File: src/rtl/ifu_fetch_if.sv
// ============================================================================
// Module      : ifu_fetch_if
// Description : Bundles the instruction-memory request/response channel, the
//               decode valid/ready channel and the redirect input of the
//               fetch stage.
//               master : fetch stage side (drives requests and instructions)
//               slave  : environment side (memory, decode, execute/CSR)
// Ports       : none; signals only.
// Revision    : 1.0 - initial release
// ============================================================================
`default_nettype none

interface ifu_fetch_if;
    // Instruction memory request
    logic        imem_req_valid;
    logic        imem_req_ready;
    logic [31:0] imem_req_addr;
    // Instruction memory response
    logic        imem_rsp_valid;
    logic [31:0] imem_rsp_data;
    // Decode handshake
    logic        inst_valid;
    logic        inst_ready;
    logic [31:0] inst;
    logic [31:0] inst_pc;
    // PC override from execute/CSR
    logic        redirect_valid;
    logic [31:0] redirect_pc;

    modport master (
        output imem_req_valid, imem_req_addr,
        input  imem_req_ready,
        input  imem_rsp_valid, imem_rsp_data,
        output inst_valid, inst, inst_pc,
        input  inst_ready,
        input  redirect_valid, redirect_pc
    );

    modport slave (
        input  imem_req_valid, imem_req_addr,
        output imem_req_ready,
        output imem_rsp_valid, imem_rsp_data,
        input  inst_valid, inst, inst_pc,
        output inst_ready,
        output redirect_valid, redirect_pc
    );
endinterface

`default_nettype wire

File: src/rtl/ifu_fetch.sv
// ============================================================================
// Module      : ifu_fetch
// Description : Multi-cycle instruction fetch stage. Holds the architectural
//               PC, issues one word request at a time, buffers the returned
//               word and hands it to decode with valid/ready. Redirects
//               squash any in-flight fetch.
// Ports       : clk         - clock, rising edge
//               rst         - synchronous active-high reset
//               bus         - ifu_fetch_if.master (imem req/rsp, decode, redirect)
//               fetch_cnt_o - count of instructions delivered to decode
// Revision    : 1.0 - initial release
// ============================================================================
`default_nettype none

module ifu_fetch #(
    parameter logic [31:0] RESET_PC = 32'h8000_0000,
    parameter int          CNT_W    = 32
) (
    input  wire logic             clk,
    input  wire logic             rst,
    ifu_fetch_if.master           bus,
    output logic [CNT_W-1:0]      fetch_cnt_o
);

    typedef enum logic [1:0] {
        S_REQ  = 2'd0,
        S_WAIT = 2'd1,
        S_HOLD = 2'd2
    } state_t;

    localparam logic [31:0] ALIGN_MASK = 32'hFFFF_FFFC;

    state_t            state_q, state_d;
    logic [31:0]       pc_q, pc_d;
    logic [31:0]       inst_q, inst_d;
    logic [31:0]       inst_pc_q, inst_pc_d;
    logic              drop_q, drop_d;
    logic [CNT_W-1:0]  cnt_q, cnt_d;

    logic              req_hs;
    logic              dec_hs;
    logic              inst_valid;
    logic [31:0]       redirect_tgt;

    assign inst_valid   = (state_q == S_HOLD) && !drop_q;
    assign req_hs       = (state_q == S_REQ) && bus.imem_req_ready;
    assign dec_hs       = inst_valid && bus.inst_ready;
    // Low two bits of the redirect target are discarded on load.
    assign redirect_tgt = bus.redirect_pc & ALIGN_MASK;

    assign bus.imem_req_valid = (state_q == S_REQ);
    assign bus.imem_req_addr  = pc_q & ALIGN_MASK;
    assign bus.inst_valid     = inst_valid;
    assign bus.inst           = inst_q;
    assign bus.inst_pc        = inst_pc_q;
    assign fetch_cnt_o        = cnt_q;

    always_ff @(posedge clk) begin
        if (rst) begin
            state_q   <= S_REQ;
            pc_q      <= RESET_PC & ALIGN_MASK;
            inst_q    <= 32'h0;
            inst_pc_q <= 32'h0;
            drop_q    <= 1'b0;
            cnt_q     <= '0;
        end else begin
            state_q   <= state_d;
            pc_q      <= pc_d;
            inst_q    <= inst_d;
            inst_pc_q <= inst_pc_d;
            drop_q    <= drop_d;
            cnt_q     <= cnt_d;
        end
    end

    always_comb begin
        state_d   = state_q;
        pc_d      = pc_q;
        inst_d    = inst_q;
        inst_pc_d = inst_pc_q;
        drop_d    = drop_q;
        cnt_d     = cnt_q;

        unique case (state_q)
            S_REQ: begin
                if (bus.redirect_valid) begin
                    pc_d = redirect_tgt;
                    // A request accepted this cycle still carries the old PC,
                    // so its response must be thrown away.
                    if (req_hs) begin
                        state_d = S_WAIT;
                        drop_d  = 1'b1;
                    end
                end else if (req_hs) begin
                    state_d = S_WAIT;
                end
            end

            S_WAIT: begin
                if (bus.redirect_valid) begin
                    pc_d = redirect_tgt;
                    if (bus.imem_rsp_valid) begin
                        state_d = S_REQ;
                        drop_d  = 1'b0;
                    end else begin
                        drop_d  = 1'b1;
                    end
                end else if (bus.imem_rsp_valid) begin
                    if (drop_q) begin
                        state_d = S_REQ;
                        drop_d  = 1'b0;
                    end else begin
                        inst_d    = bus.imem_rsp_data;
                        inst_pc_d = pc_q;
                        state_d   = S_HOLD;
                    end
                end
            end

            S_HOLD: begin
                // A redirect pre-empts the decode handshake: the instruction
                // is not counted and the PC does not step past it.
                if (bus.redirect_valid) begin
                    pc_d    = redirect_tgt;
                    state_d = S_REQ;
                end else if (dec_hs) begin
                    pc_d    = pc_q + 32'd4;
                    cnt_d   = cnt_q + 1'b1;
                    state_d = S_REQ;
                end
            end

            default: begin
                state_d = S_REQ;
            end
        endcase
    end

endmodule

`default_nettype wire

File: src/flat_wrapper.sv
// flat-port wrapper written by rule: the top's interface ports become plain ports
module ifu_fetch_flat 
#(
    parameter logic [31:0] RESET_PC = 32'h8000_0000,
    parameter int          CNT_W    = 32
)
  (clk, rst, fetch_cnt_o, bus_imem_req_valid, bus_imem_req_addr, bus_imem_req_ready, bus_imem_rsp_valid, bus_imem_rsp_data, bus_inst_valid, bus_inst, bus_inst_pc, bus_inst_ready, bus_redirect_valid, bus_redirect_pc);
  ifu_fetch_if bus_i ();
  input  wire logic clk;
  input  wire logic rst;
  output logic [CNT_W-1:0] fetch_cnt_o;
  output wire logic [$bits(bus_i.imem_req_valid)-1:0] bus_imem_req_valid;
  output wire logic [$bits(bus_i.imem_req_addr)-1:0] bus_imem_req_addr;
  input wire logic [$bits(bus_i.imem_req_ready)-1:0] bus_imem_req_ready;
  input wire logic [$bits(bus_i.imem_rsp_valid)-1:0] bus_imem_rsp_valid;
  input wire logic [$bits(bus_i.imem_rsp_data)-1:0] bus_imem_rsp_data;
  output wire logic [$bits(bus_i.inst_valid)-1:0] bus_inst_valid;
  output wire logic [$bits(bus_i.inst)-1:0] bus_inst;
  output wire logic [$bits(bus_i.inst_pc)-1:0] bus_inst_pc;
  input wire logic [$bits(bus_i.inst_ready)-1:0] bus_inst_ready;
  input wire logic [$bits(bus_i.redirect_valid)-1:0] bus_redirect_valid;
  input wire logic [$bits(bus_i.redirect_pc)-1:0] bus_redirect_pc;
  assign bus_imem_req_valid = bus_i.imem_req_valid;
  assign bus_imem_req_addr = bus_i.imem_req_addr;
  assign bus_i.imem_req_ready = bus_imem_req_ready;
  assign bus_i.imem_rsp_valid = bus_imem_rsp_valid;
  assign bus_i.imem_rsp_data = bus_imem_rsp_data;
  assign bus_inst_valid = bus_i.inst_valid;
  assign bus_inst = bus_i.inst;
  assign bus_inst_pc = bus_i.inst_pc;
  assign bus_i.inst_ready = bus_inst_ready;
  assign bus_i.redirect_valid = bus_redirect_valid;
  assign bus_i.redirect_pc = bus_redirect_pc;
  ifu_fetch #(.RESET_PC(RESET_PC), .CNT_W(CNT_W)) u_core (.clk(clk), .rst(rst), .bus(bus_i), .fetch_cnt_o(fetch_cnt_o));
endmodule
File: config.mk
export PLATFORM = sky130hd
export DESIGN_NAME = ifu_fetch_flat
export DESIGN_NICKNAME = d
export VERILOG_FILES = /design/src/rtl/ifu_fetch_if.sv /design/src/rtl/ifu_fetch.sv /design/src/flat_wrapper.sv
export SDC_FILE = /design/constraint.sdc
export NUM_CORES = 1
export LEC_CHECK = 0
export BUFFER_PORTS_ARGS = -buffer_cell sky130_fd_sc_hd__buf_2
export CORE_UTILIZATION = 49
export CTS_BUF_LIST = sky130_fd_sc_hd__clkbuf_4 sky130_fd_sc_hd__clkbuf_8
export CTS_CLUSTER_DIAMETER = 60
export DETAILED_ROUTE_END_ITERATION = 10
export GPL_TIMING_DRIVEN = 0
export MAX_ROUTING_LAYER = met4
export PLACE_DENSITY_LB_ADDON = 0.12
export SLEW_MARGIN = 20
export SYNTH_ARGS = -nofsm -noshare
export SYNTH_HDL_FRONTEND = slang
export SYNTH_SLANG_ARGS = --single-unit
File: constraint.sdc
create_clock -name clk -period 2.1 [get_ports clk]
set_input_delay 0.105 -clock clk [delete_from_list [all_inputs] [get_ports clk]]
set_output_delay 0.105 -clock clk [all_outputs]
set_load 0.01 [all_outputs]
== Word-level counts from Yosys, hierarchy flattened ==
Index checks and enable logic that the tools add are counted.
Widths: inputs -> output; s select.

* Register bits: 131
* Output and inout port bits: 130

* Add/subtract/negate cells: 2
* Equality and inequality tests: 8
* Muxes and demuxes: 18
* Bitwise operators: 2
* Reduce and logical (&&, ||, !) cells: 13

{| class="wikitable"
|+ Operator list
! cell !! count
|-
| $mux 32 || 3
|-
| $pmux 32 s2 || 1
|-
| $add 32x1->32 const B || 1
|-
| $add 32x3->32 const B || 1
|-
| $mux 2 || 7
|-
| $reduce_and 3->1 || 3
|-
| $reduce_and 4->1 || 2
|-
| $ne 2x1->1 const B || 3
|-
| $pmux 2 s3 || 1
|-
| $mux 1 || 5
|-
| $reduce_bool 2->1 || 2
|-
| $logic_and 1x1->1 || 3
|-
| $ne 3x2->1 const B || 1
|-
| $ne 3x3->1 const B || 1
|-
| $eq 2x1->1 const B || 1
|-
| $eq 2x2->1 const B || 1
|-
| $logic_not 2->1 || 1
|-
| $ne 2x2->1 const B || 1
|-
| $not 1->1 || 2
|-
| $pmux 1 s2 || 1
|-
| $reduce_or 2->1 || 1
|-
| $logic_not 1->1 || 1
|}

== Logic depth before layout (Yosys ltp) ==
Gate-level depths: netlist of run 1.

* Depth after elaboration: 6
* Depth in mapped cells: 8
* Mapped depth without buffers: 6

== Least setup slack after synthesis of run 1 ==
OpenSTA, ideal clock, no wires.

* Kind: register -> register
* From: register u_core.pc_q[10]
* To: register u_core.pc_q[29]
* Setup time: 0.127 ns
* Data arrival time: 1.840 ns
* Data required time: 1.973 ns
* Slack: 0.133 ns
* Cell stages (with the launch flop): 6
* Buffers on the path: 0
* Path through: dfxtp_1 nand4_1 nor4_4 nand4_1 and3_1 or3_1

* Word-level cells in the longest chain between the ends: 4

{| class="wikitable"
|+ Ends and longest elaborated chain
! what !! RTL line !! text
|-
| start: declaration || ifu_fetch.sv:34 || <nowiki>logic [31:0] pc_q, pc_d;</nowiki>
|-
| start signal: assignment || ifu_fetch.sv:61 || <nowiki>pc_q <= RESET_PC & ALIGN_MASK;</nowiki>
|-
| start signal: assignment || ifu_fetch.sv:68 || <nowiki>pc_q <= pc_d;</nowiki>
|-
| $add 32x3->32 || ifu_fetch.sv:127 || <nowiki>pc_d = pc_q + 32'd4;</nowiki>
|-
| $mux 32 || ifu_fetch.sv:126 || <nowiki>end else if (dec_hs) begin</nowiki>
|-
| $mux 32 || ifu_fetch.sv:123 || <nowiki>if (bus.redirect_valid) begin</nowiki>
|-
| $pmux 32 s2 || ifu_fetch.sv:84 || <nowiki>unique case (state_q)</nowiki>
|}

No other way between the ends. The select of a mux whose other input is x is not followed.
A chain may end at the register's enable or synchronous reset.

== Final worst setup path of run 1 ==
* From: register u_core.state_q[1]
* To: register u_core.inst_q[12] (netlist: u_core.bus.inst[12])

* Word-level cells in the longest chain between the ends: 2

{| class="wikitable"
|+ Ends and longest elaborated chain
! what !! RTL line !! text
|-
| start: declaration || ifu_fetch.sv:33 || <nowiki>state_t state_q, state_d;</nowiki>
|-
| start signal: assignment || ifu_fetch.sv:67 || <nowiki>state_q <= state_d;</nowiki>
|-
| $eq 2x1->1 || ifu_fetch.sv:84 ||
|-
| $reduce_and 4->1 (no source line) || - ||
|-
| end signal: assignment || ifu_fetch.sv:69 || <nowiki>inst_q <= inst_d;</nowiki>
|-
| end: declaration || ifu_fetch.sv:35 || <nowiki>logic [31:0] inst_q, inst_d;</nowiki>
|}

No other way between the ends.

==> results of run 1 <==
==> cells in the mapped netlist, drive strengths merged, types with 2 or more instances <==
cell,number,area [um2]
o32ai,2,17.5
a311o,3,30.0
nand2b,3,18.8
o311ai,5,43.8
nand3b,2,15.0
nand2,174,653
a31oi,10,62.6
a211oi,2,15.0
or3,10,62.6
buf,7,47.6
nand4,17,106
nor4,12,105
clkbuf,44,165
nor3,20,100
and3,14,87.6
a21o,7,52.6
ha,2,25.0
nor2,52,200
xor2,4,35.0
xnor2,21,184
and2,4,25.0
nor3b,2,26.3
a32oi,2,17.5
nand3,37,185
dfxtp,127,2540
inv,13,48.8
o21ai,16,80.1
or4,4,30.0
and4,8,70.1
a21oi,92,460
o21a,2,15.0
==> worst max-delay path, cell delays in order (launching register included) <==
cell and delay (ns):
dfxtp_1 0.33, clkbuf_2 0.19, or4_1 0.80, clkbuf_1 0.34, nand2_1 0.15, a21oi_1 0.07
==> cell type report <==
cell class | instances | area, um2 | area share, %
multi-input cells | 547 | 2930 | 37.2
inverters | 13 | 48.8 | 0.619
clock buffers | 18 | 241 | 3.07
repair buffers | 252 | 1520 | 19.3
well taps | 140 | 175 | 2.22
plain buffers | 47 | 216 | 2.75
clock inverters | 14 | 191 | 2.43
flip-flops and latches | 127 | 2550 | 32.4
==> cells by family after synthesis <==
kind of cell,share of synthesized area (%)
AOI/OAI and AO/OA,15.7
xor gates and xnor gates,3.86
adders and majority gates,0.441
buffers and inverters,4.61
DFF,44.8
muxes,0.177
other,0.0661
and+or+nand+nor,30.3
==> stage by stage <==
stage / setup WS [ns] / std cells / total power, mW / hold slack (ns) / setup TNS, ns
2_1_floorplan: 0.133 / 738 / 2.81 / 0.225 / 0
6_report: 0.0732 / 1158 / 5.38 / 0.0209 / 0
5_1_grt: -0.00933 / 1158 / 5.58 / 0.0142 / -0.00933
3_5_place_dp: -0.259 / 1072 / 3.03 / 0.346 / -6.45
4_1_cts: 0.00223 / 1155 / 5.39 / 0.00336 / 0
3_3_place_gp: -0.856 / 1071 / 3.01 / 0.338 / -52.80
==> cell usage in the layout (no fill, tap or decap), drive strengths merged, types with 3 or more instances in the layout <==
master	n
a21o	7
a21oi	92
a311o	3
a31oi	10
and2	4
and3	14
and4	8
buf	214
bufinv	4
clkbuf	58
clkinv	8
conb	4
dfxtp	127
dlygate4sd3	45
inv	14
nand2	174
nand2b	3
nand3	37
nand4	17
nor2	52
nor3	20
nor4	12
o21ai	16
o311ai	5
or3	10
or4	4
xnor2	21
xor2	4
==> flip-flops by register name, indices dropped and copies added (netlist names) <==
name / cells
u_core.bus.inst: 32
u_core.state_q: 2
u_core.bus.inst_pc: 30
u_core.fetch_cnt_o: 32
u_core.drop_q: 1
u_core.pc_q: 30
==> how the worst max path moves through the flow <==
stage / startpoint / endpoint / slack (ns) / cells past startpoint
after global placement: u_core.state_q[1] / u_core.bus.inst_pc[29] / -0.86 / 5
after CTS: u_core.fetch_cnt_o[5] / u_core.fetch_cnt_o[27] / 0.002 / 5
after detailed placement: u_core.state_q[1] / u_core.pc_q[16] / -0.26 / 7
after global routing: u_core.drop_q / u_core.fetch_cnt_o[27] / -0.009 / 5
after floorplan: u_core.pc_q[10] / u_core.pc_q[29] / 0.13 / 5
final: u_core.state_q[1] / u_core.bus.inst[12] / 0.07 / 5
==> where the power goes <==
part           internal [mW]  total [mW]  leakage (nW)  switching (mW)
Clock                   1.31        2.32         0.220            1.01
Sequential              2.47        2.56          1.03          0.0847
Combinational          0.230       0.504          2.09           0.274
Total                   4.01        5.38          3.34            1.37
==> what timing repair did <==
action                                 4_1_cts  5_1_grt
gates resized for setup                      9       38
hold buffers                                45        0
endpoints found under the hold margin       44        0
setup endpoints to repair                   83       74
pin swaps                                    5        2
setup buffers                                7        6
==> per-layer routing <==
metal	up-vias	global-route usage [%]	routed length (um)
met2	282	52.1	8940
met5	-	-	0
met4	0	13.0	465
li1	3095	-	-
met3	39	7.11	1390
met1	2985	38.6	7670
==> flow_metrics.tcl, run 1 <==
set metrics [dict create \
    status "completed" \
    chipWidth_um 110 \
    r2r_slack_ns 0.07 \
    start_kind "flop" \
    slew_headroom_pct 58.3 \
    hold_start "bus_redirect_pc[21]" \
    num-nets-final 1077 \
    antenna_found_initial 0 \
    vias 6401 \
    avgSynthCellArea_um2 7.71 \
    syn_to_final_growth_pct 39.0 \
    synth_cell_type_count 53 \
    ys_ff_latch 127 \
    cts_max_level 4 \
    r2r-start "u_core.state_q[1]" \
    hold_end "u_core.pc_q[21]" \
    wl_per_cell_um 16.0 \
    num_antenna_cells 0 \
    die_y_um 110 \
    cts_tree "yes" \
    maxCapViolations 0 \
    drive_gt1_share_pct 28.2 \
    first_pass_iters 5 \
    clk_pin_slew_ns 0.08 \
    num_rows 38 \
    path_class "reg2reg" \
    worstPathArrival_ns 2.35 \
    drtIter0Drc 427 \
    port_buffers 193 \
    async_flop_share_pct 0 \
    synth_flop_cell "dfxtp_1" \
    clock.fmax_mhz 493 \
    min_path_type "in2reg" \
    viasPerCell 5.53 \
    dieArea_mm2 0.0120 \
    routabilityCongestion 0.877 \
    final-max-slew-violation-count 0 \
    cts_buffers 17 \
    globalRouteTotalUtil_pct 32.1 \
    period_share_pct 96.5 \
    cts.sinks 127 \
    worstPathRequired_ns 2.42 \
    ys_seq_area_share_pct 44.8 \
    drc 0 \
    totalWireLength_mm 18.5 \
    worst_r2r_endpoint "u_core.bus.inst[12]" \
    clock_skew_ns 0.0103 \
    cp-end-kind "flop" \
    tightestPinTransition_ns 0.626 \
    grt_pass1_wl_mm 28.5 \
    leakage_nw 3.34 \
    grt_max_degree 17 \
    netlist_instances 735 \
    period_minus_slack_ns 2.03 \
    ir_worst_vdd_v 0.000532 \
    r2r_cells 5 \
    insertion_delay_ns 0.46 \
    io_pins 200 \
    powerDensity_mw_per_mm2 682 \
    root_buffer "clkbuf_8" \
    setup_viol 0 \
    grt_pass1_vias 5864 \
    synth_edf_count 0 \
    coreArea_mm2 0.0111 \
    ant_nets 0 \
    synthesis.area_mm2 0.00567 \
    design_area_mm2 0.00788 \
    num-fill-cells 920 \
    hpwl_mm 12.6 \
    fin_util_pct 71.1 \
    grt-ovfl-total 0 \
    report.final.hold_viol_count 0 \
    path_max_fanout 10 \
    yosysWarnings 0 \
    min_path_cells 5 \
    dpl_cell_area_mm2 0.00683 \
    clock_path_buffers 2 \
    initial_core_util_pct 51.2 \
]
No activity file was read; power rests on OpenSTA's default activity.
==> inputs of run 2 (changes only) <==
- PLACE_DENSITY: unset -> 0.86
- PLACE_DENSITY_LB_ADDON: 0.12 -> unset
==> flow_metrics.tcl, run 2 (synthesis gave the netlist of run 1 again) <==
set metrics [dict create \
    antenna_found_initial 0 \
    worstPathArrival_ns 2.38 \
    worst_r2r_endpoint "u_core.pc_q[31]" \
    globalRouteTotalUtil_pct 31.9 \
    slew_headroom_pct 56.3 \
    fin_util_pct 70.0 \
    dieArea_mm2 0.0120 \
    clock.fmax_mhz 481 \
    slowest_stage "or3b_2" \
    worstPathRequired_ns 2.41 \
    p_total_mw 5.02 \
    p_sw_share_pct 26.6 \
    totalWireLength_mm 18.7 \
    grt_pass1_wl_mm 28.2 \
    leakage_nw 3.28 \
    io_pins 200 \
    globalRouteMet1Util_pct 37.0 \
    routabilityCongestion 0.915 \
    cp-end-kind "flop" \
    num_rows 38 \
    drive_gt1_share_pct 27.7 \
    clock_skew_ns 0.0116 \
    power.clock.fraction_pct 39.2 \
    report.final.hold_viol_count 0 \
    hpwl_mm 12.2 \
    seqCellArea_mm2 0.00255 \
    slowest_delay_ns 0.46 \
    min_path_cells 3 \
    coreArea_mm2 0.0111 \
    worst_hold_slack_ns 0.0238 \
    initial_core_util_pct 51.2 \
    top_usage_layer "met2" \
    grt_pass1_vias 5792 \
    fin_ws_ns 0.0229 \
    port_buffers 193 \
    num-nets-final 1076 \
    path_class "reg2reg" \
    comb_power_share_pct 9.9 \
    crit_buf_inv 3 \
    grt_max_degree 17 \
    crit_chain "buf_2 > or3b_2 > buf_2 > buf_2 > and3_1 > a211oi_1 > o311ai_0" \
    period_share_pct 98.9 \
    vias 6492 \
    syn_to_final_growth_pct 36.8 \
    p_seq_share_pct 50.9 \
    clk_pin_slew_ns 0.07 \
    cp-startpoint "u_core.state_q[0]" \
    pre_cts_ws_ns -0.198 \
    r2r-start "u_core.state_q[0]" \
    cts.sinks 127 \
    final_common_cell "buf_2" \
    p_int_mw 3.68 \
    cts_max_level 4 \
    r2r_slack_ns 0.02 \
    crit_top_cell "buf_2" \
    drtIter0Drc 564 \
    powerDensity_mw_per_mm2 647 \
    r2r_cells 7 \
    drc 0 \
    root_buffer "clkbuf_8" \
    maxCapViolations 0 \
    final-max-slew-violation-count 0 \
    insertion_delay_ns 0.45 \
    ant_nets 0 \
    status "completed" \
    clock_path_buffers 2 \
    hold_end "u_core.state_q[0]" \
    grt-ovfl-total 0 \
    rsz0062_at_grt "yes" \
    ir_worst_vdd_v 0.000658 \
    path_max_fanout 10 \
    chipWidth_um 110 \
    setup_viol 0 \
    grt_use_met3_pct 7.82 \
    hold_start "bus_imem_req_ready" \
    grt_use_met2_pct 51.1 \
    wl_per_cell_um 16.1 \
    num-fill-cells 947 \
    final_cell_mix "198 x buf_2, 173 x nand2_1, 119 x dfxtp_1" \
    tns_ns 0 \
    die_y_um 110 \
    min_path_type "in2reg" \
    tightestPinTransition_ns 0.656 \
    start_kind "flop" \
    p_switching_mw 1.33 \
    cts_tree "yes" \
    crit_family "simple AND/OR/NAND/NOR gates" \
    period_minus_slack_ns 2.08 \
    multi_input_area_mm2 0.00291 \
    cts_buffers 17 \
    first_pass_iters 6 \
    viasPerCell 5.61 \
]
==> run 2: cell count changes in the layout (fill, tap and decap cells not counted), sizes merged, moves of 2 or more <==
| cell | delta |
|---|---|
| clkinvlp | +4 |
| dlygate4sd3 | -4 |
| buf | +3 |
| bufinv | -3 |
| clkinv | -3 |
| clkbuf | +2 |
==> run 2: layer usage <==
| layer | vias to the layer above | wire [um] |
|---|---|---|
| li1 | 3096 | - |
| met1 | 2982 | 7450 |
| met2 | 344 | 8970 |
| met3 | 70 | 1610 |
| met4 | 0 | 652 |
| met5 | - | 0 |
==> run 2: how the worst max path moves through the flow <==
stage	endpoint	slack (ns)	depth (start not counted)
after CTS	u_core.pc_q[28]	0.004	5
after floorplan	u_core.pc_q[29]	0.13	5
after detailed placement	u_core.pc_q[16]	-0.20	7
after global routing	u_core.fetch_cnt_o[27]	-0.06	5
final	u_core.pc_q[31]	0.02	7
after global placement	u_core.bus.inst_pc[27]	-0.69	5
==> run 2: power by group through the flow <==
stage	Sequential, mW	Combinational [mW]	Clock, mW
final	2.55	0.498	1.97
after global routing	2.56	0.545	2.11
after CTS	2.55	0.483	1.99
after detailed placement	2.60	0.423	0
after global placement	2.60	0.418	0
after floorplan	2.61	0.205	0
==> run 2: worst reg2reg max path, stage by stage, from the launching register on <==
cell	delay, ns
dfxtp_1	0.30
buf_2	0.16
or3b_2	0.46
buf_2	0.20
buf_2	0.22
and3_1	0.23
a211oi_1	0.22
o311ai_0	0.15
==> run 2: final cells by class <==
| cell class | count | area share [%] |
|---|---|---|
| diodes | 1 | 0.0323 |
| flip-flops and latches | 127 | 32.9 |
| clock inverters | 11 | 1.19 |
| clock buffers | 20 | 3.47 |
| well taps | 140 | 2.26 |
| repair buffers | 249 | 19.2 |
| multi-input cells | 547 | 37.5 |
| plain buffers | 49 | 2.82 |
| inverters | 13 | 0.629 |
==> run 2: repair_timing <==
item / in CTS / in global routing
endpoints found under the hold margin: 41 / 0
hold buffers: 41 / 0
setup buffers: 11 / 3
endpoints found under the setup margin: 47 / 44
pin swaps: 7 / 5
gates resized for setup: 6 / 29
==> run 2: metrics by stage <==
step | instances | area (um2)
finish | 1157 | 7750
global route | 1156 | 7750
CTS | 1154 | 7690
detailed placement | 1072 | 6830
global placement | 1071 | 6820
floorplan | 738 | 5680
